## src/rtl/enc_pkg.sv

```systemverilog
// ============================================================================
//  Module   : enc_pkg
//  Brief    : Shared types and sizing constants for the sequential 16-to-4 encoder.
//  Revision : 1.0 - initial release
// ============================================================================
`default_nettype none

package enc_pkg;

  localparam int ENC_WIDTH = 16;
  localparam int ENC_IDX_W = 4;
  localparam int ENC_CNT_W = 5;

  typedef enum logic {
    IDLE = 1'b0,
    SCAN = 1'b1
  } enc_state_t;

endpackage

`default_nettype wire

```

## src/rtl/encoder16_seq_lsb_index.sv

```systemverilog
// ============================================================================
//  Module   : lsb_index
//  Brief    : Combinational lowest-set-bit encoder with a found flag.
//  Revision : 1.0 - initial release
// ============================================================================
`default_nettype none

module lsb_index #(
  parameter int WIDTH = 16,
  parameter int IDX_W = 4
) (
  input  logic [WIDTH-1:0] vec,
  output logic [IDX_W-1:0] idx,
  output logic             found
);

  // Walk from the top down so the lowest set bit is the last one written.
  always_comb begin
    idx   = '0;
    found = |vec;
    for (int i = WIDTH - 1; i >= 0; i--) begin
      if (vec[i]) begin
        idx = IDX_W'(i);
      end
    end
  end

endmodule

`default_nettype wire

```

## src/rtl/encoder16_seq.sv

```systemverilog
// ============================================================================
//  Module   : encoder16_seq
//  Brief    : Sequential 16-to-4 encoder; emits the index of every set bit of an
//             accepted request vector, lowest first, one per output handshake.
//             Optional macro ENC_COUNT_EN enables the popcount output.
//  Revision : 1.0 - initial release
// ============================================================================
`default_nettype none

module encoder16_seq
  import enc_pkg::*;
(
  input  logic                 clk,
  input  logic                 reset_n,
  input  logic                 in_valid,
  output logic                 in_ready,
  input  logic [ENC_WIDTH-1:0] d,
  output logic [ENC_IDX_W-1:0] y,
  output logic                 y_valid,
  input  logic                 y_ready,
  output logic                 y_last,
  output logic                 zero,
  output logic [ENC_CNT_W-1:0] count
);

  localparam int WIDTH = ENC_WIDTH;
  localparam int IDX_W = ENC_IDX_W;

  enc_state_t       r_state, w_state_next;
  logic [WIDTH-1:0] r_pend, w_pend_next;
  logic             r_zero, w_zero_next;
  logic [IDX_W-1:0] w_idx;
  logic             w_found;
  logic             w_last;

  lsb_index #(
    .WIDTH (WIDTH),
    .IDX_W (IDX_W)
  ) u_lsb_index (
    .vec   (r_pend),
    .idx   (w_idx),
    .found (w_found)
  );

  // Exactly one bit left: clearing the lowest set bit leaves nothing.
  assign w_last = w_found && ((r_pend & (r_pend - WIDTH'(1))) == '0);

  always_ff @(posedge clk) begin
    if (!reset_n) begin
      r_state <= IDLE;
      r_pend  <= '0;
      r_zero  <= 1'b0;
    end else begin
      r_state <= w_state_next;
      r_pend  <= w_pend_next;
      r_zero  <= w_zero_next;
    end
  end

  always_comb begin
    w_state_next = r_state;
    w_pend_next  = r_pend;
    w_zero_next  = 1'b0;
    case (r_state)
      IDLE: begin
        if (in_valid) begin
          if (d == '0) begin
            w_zero_next = 1'b1;
          end else begin
            w_pend_next  = d;
            w_state_next = SCAN;
          end
        end
      end
      SCAN: begin
        if (y_ready) begin
          w_pend_next = r_pend & ~(WIDTH'(1) << w_idx);
          if (w_last) begin
            w_state_next = IDLE;
          end
        end
      end
      default: begin
        w_state_next = IDLE;
        w_pend_next  = '0;
      end
    endcase
  end

  assign in_ready = (r_state == IDLE);
  assign y_valid  = (r_state == SCAN);
  assign y        = w_idx;
  assign y_last   = w_last;
  assign zero     = r_zero;

`ifdef ENC_COUNT_EN
  logic [ENC_CNT_W-1:0] r_count;
  logic [ENC_CNT_W-1:0] w_popcnt;

  always_comb begin
    w_popcnt = '0;
    for (int i = 0; i < WIDTH; i++) begin
      w_popcnt = w_popcnt + ENC_CNT_W'(d[i]);
    end
  end

  always_ff @(posedge clk) begin
    if (!reset_n) begin
      r_count <= '0;
    end else if (in_valid && in_ready) begin
      r_count <= w_popcnt;
    end
  end

  assign count = r_count;
`else
  assign count = '0;
`endif

endmodule

`default_nettype wire

```

## config.mk

```make
export PLATFORM = sky130hd
export DESIGN_NAME = encoder16_seq
export DESIGN_NICKNAME = d
export VERILOG_FILES = /design/src/rtl/enc_pkg.sv /design/src/rtl/encoder16_seq_lsb_index.sv /design/src/rtl/encoder16_seq.sv
export SDC_FILE = /design/constraint.sdc
export NUM_CORES = 1
export LEC_CHECK = 0
export ABC_AREA = 1
export CAP_MARGIN = 0
export CORE_MARGIN = 4
export CORE_UTILIZATION = 25
export DETAILED_ROUTE_END_ITERATION = 8
export DONT_BUFFER_PORTS = 1
export PLACE_DENSITY = 0.4
export SLEW_MARGIN = 20
export SYNTH_ARGS = -nofsm -noshare
export SYNTH_HDL_FRONTEND = slang
export SYNTH_SLANG_ARGS = --single-unit
```

## constraint.sdc

```tcl
create_clock -name clk -period 4.6 [get_ports clk]
set_input_delay 0.69 -clock clk [delete_from_list [all_inputs] [get_ports clk]]
set_output_delay 0.69 -clock clk [all_outputs]
set_load 0.01 [all_outputs]
```

==> results_dict.tcl <==
set metrics [dict create \
    status "complete, no violations" \
    placedCellCount 314 \
    final_area_um2 1540 \
    die_area_um2 7090 \
    min_to "r_pend[8]$_SDFFE_PN0P_" \
    cts_setup_buffers 0 \
    maxSlewViolCount 0 \
    critical_path.max_stage_delay_ps 780 \
    yosys-top-cells-count "55 x nand2_1, 37 x inv_1, 31 x nor2_1" \
    maxCapViolations 0 \
    setup_viol 0 \
    max_freq_mhz 366 \
    min_path_cells 2 \
    routed_via_density 4.70 \
    grt_pass1_vias 1462 \
    rr_worst_depth 5 \
    vdd.ir_drop.worst_v 0.0000820 \
    crit_path_start_kind "register" \
    postSynth.asyncResetShare_pct 0 \
    yosysSeqAreaShare_pct 24.8 \
    areaGrowthSynthToFinish_pct 6.20 \
    fin_ws_ps 1870 \
    cpMaxStageDelayCell "clkinv_1" \
    rr_startpoint "y_valid$_SDFF_PN0_" \
    grt.overflow.total 0 \
    cts_hold_buf 0 \
    die_y_um 84.2 \
    finalClockSkew_ps 0.887 \
    synth-edff-count 0 \
    seqPwrFrac_pct 35.6 \
    avgSynthCellArea_um2 5.81 \
    crit_buf_inv 1 \
    drc 0 \
    cts_max_path_buffers 2 \
    critical_path_class "register to register" \
    rrSetupSlack_ps 1870 \
    p_comb_share_pct 39.4 \
    cp.arrival_ps 2870 \
    fin_crit_sh_pct 59.4 \
    p_clk_share_pct 25.0 \
    p_sw_share_pct 42.2 \
    grt_use_total_pct 13.3 \
    p_per_area_nw_per_um2 351 \
    netlist_top_cells_area "dfxtp_1 25%, nand2_1 14%, inv_1 9.6%" \
    hold_ws_ps 537 \
    cts_root_buf "clkbuf_8" \
    synthesis.instances 250 \
    synthFlopType "dfxtp_1" \
    grt_max_degree 27 \
    start_util_pct 26.1 \
    fin_util_pct 27.7 \
    dp_hpwl_mm 3.62 \
    synth_top_area_share_pct 24.8 \
    cts_buffers 3 \
    path_max_fanout 26 \
    min_path_type "register to register" \
    drt.antenna.violating_nets 0 \
    port_buffers 0 \
    fp-row-count 27 \
    critical_path.top_delay_family "simple AND/OR/NAND/NOR gates" \
    tightest_slew_ps 781 \
    synth_area_leader_cell "dfxtp_1" \
    r2r-end "r_pend[0]$_SDFFE_PN0P_" \
    diodes 0 \
    maxSlewHeadroom_pct 47.6 \
    clk_pin_slew_ps 70 \
    power.total_mw 0.542 \
    h-tree-depth 1 \
    drive_above_1_share_pct 10.2 \
    tns_ps 0 \
    syn-cell-area_um2 1450 \
    drt_iter0_drc 67 \
    place_area_um2 1490 \
    post-synth-top-count-cell "nand2_1" \
    wl_mm 4.62 \
    nets 267 \
    clk-insertion-delay-late_ps 260 \
    hold_viol 0 \
    post-place-ws_ps 1860 \
    synth_cell_types 25 \
    switchingPower_mw 0.229 \
    end_kind "register" \
    grt_first_pass_wirelength_mm 7.58 \
    cts.sinks 18 \
    p_leak_nw 0.711 \
    final.min_clock_period_ps 2730 \
    dr.pass1.iters 4 \
    vias 1495 \
    crit_required_ps 4740 \
    fin_cells 318 \
    rsz0062_at_grt "false" \
    power.internal_mw 0.313 \
    gp_congestion 0.799 \
    critical_path.cell_chain "clkinv_1 > nand3_2 > nand2_2 > o21ai_0 > a21oi_1" \
    ys_ff_latch 18 \
    cts-resized-gates 0 \
    cts_tree "done" \
    avgRoutedWirePerCell_um 14.5 \
    coreArea_um2 5570 \
    antenna_found_initial 0 \
    hold_start "r_pend[8]$_SDFFE_PN0P_" \
    yosysWarnings 0 \
    chipWidth_um 84.2 \
    io_pins 33 \
]
==> cells in the final DEF, fill, tap and decap left out, drive strengths merged <==
cell    count
clkbuf      4
nor3        4
nand3      21
dfxtp      18
inv        38
a21oi      18
a311oi      1
clkinv      1
o21ai      19
nand2      63
nor2       41
a211oi      1
conb        5
nand4       6
and3        1
nor4        5
==> tightest hold or removal path, delay by kind of cell (launching register included) <==
family             cells  cell delay [ps]
AOI/OAI and AO/OA      1               60
DFF                    1              350
and+or+nand+nor        1               90
==> how the worst max path moves through the flow <==
stage                                 from                       to  slack [ps]  cells past startpoint
finish                  y_valid$_SDFF_PN0_   r_pend[0]$_SDFFE_PN0P_        1870                      5
global route            y_valid$_SDFF_PN0_  r_pend[15]$_SDFFE_PN0P_        1580                      5
CTS                     y_valid$_SDFF_PN0_   r_pend[0]$_SDFFE_PN0P_        1850                      5
detailed placement      y_valid$_SDFF_PN0_   r_pend[0]$_SDFFE_PN0P_        1860                      5
global placement        y_valid$_SDFF_PN0_   r_pend[0]$_SDFFE_PN0P_        1930                      5
floorplan           r_pend[4]$_SDFFE_PN0P_                   y_last        2560                      7
==> metal layers <==
layer / up-vias / GRT usage, % / wire length [µm]
met3: 7 / 2.55 / 234
met2: 37 / 21.7 / 2200
met4: 0 / 5.26 / 91
met1: 667 / 17.2 / 2100
met5: - / 0 / 0
li1: 784 / - / -
==> sequential cells by signal, indices dropped and copies added, names as in the netlist <==
signal / count
y_valid: 1
zero: 1
r_pend: 16
==> final cells by class <==
class	instances	area [µm²]
fillers	645	4030
multi-input cells	185	891
flip-flops and latches	18	360
inverters	39	146
well taps	72	90.1
clock buffers	4	55.1
==> logic make-up (layout without fill, tap and decap cells) <==
group	count (synthesis)	in the layout	share of synthesized area (%)
buf+inv	51	43	14.9
flops	18	18	24.8
other cells	1	5	0.258
simple gates	141	141	45.8
compound gates	39	39	14.2
==> power groups by stage <==
stage / combinational [mW] / sequential, mW / clock (mW)
after floorplan: 0.179 / 0.187 / 0
after global placement: 0.220 / 0.197 / 0
after detailed placement: 0.216 / 0.197 / 0
after CTS: 0.216 / 0.193 / 0.138
after global routing: 0.244 / 0.195 / 0.143
final: 0.213 / 0.193 / 0.135
(Power assumes the default switching activity.)
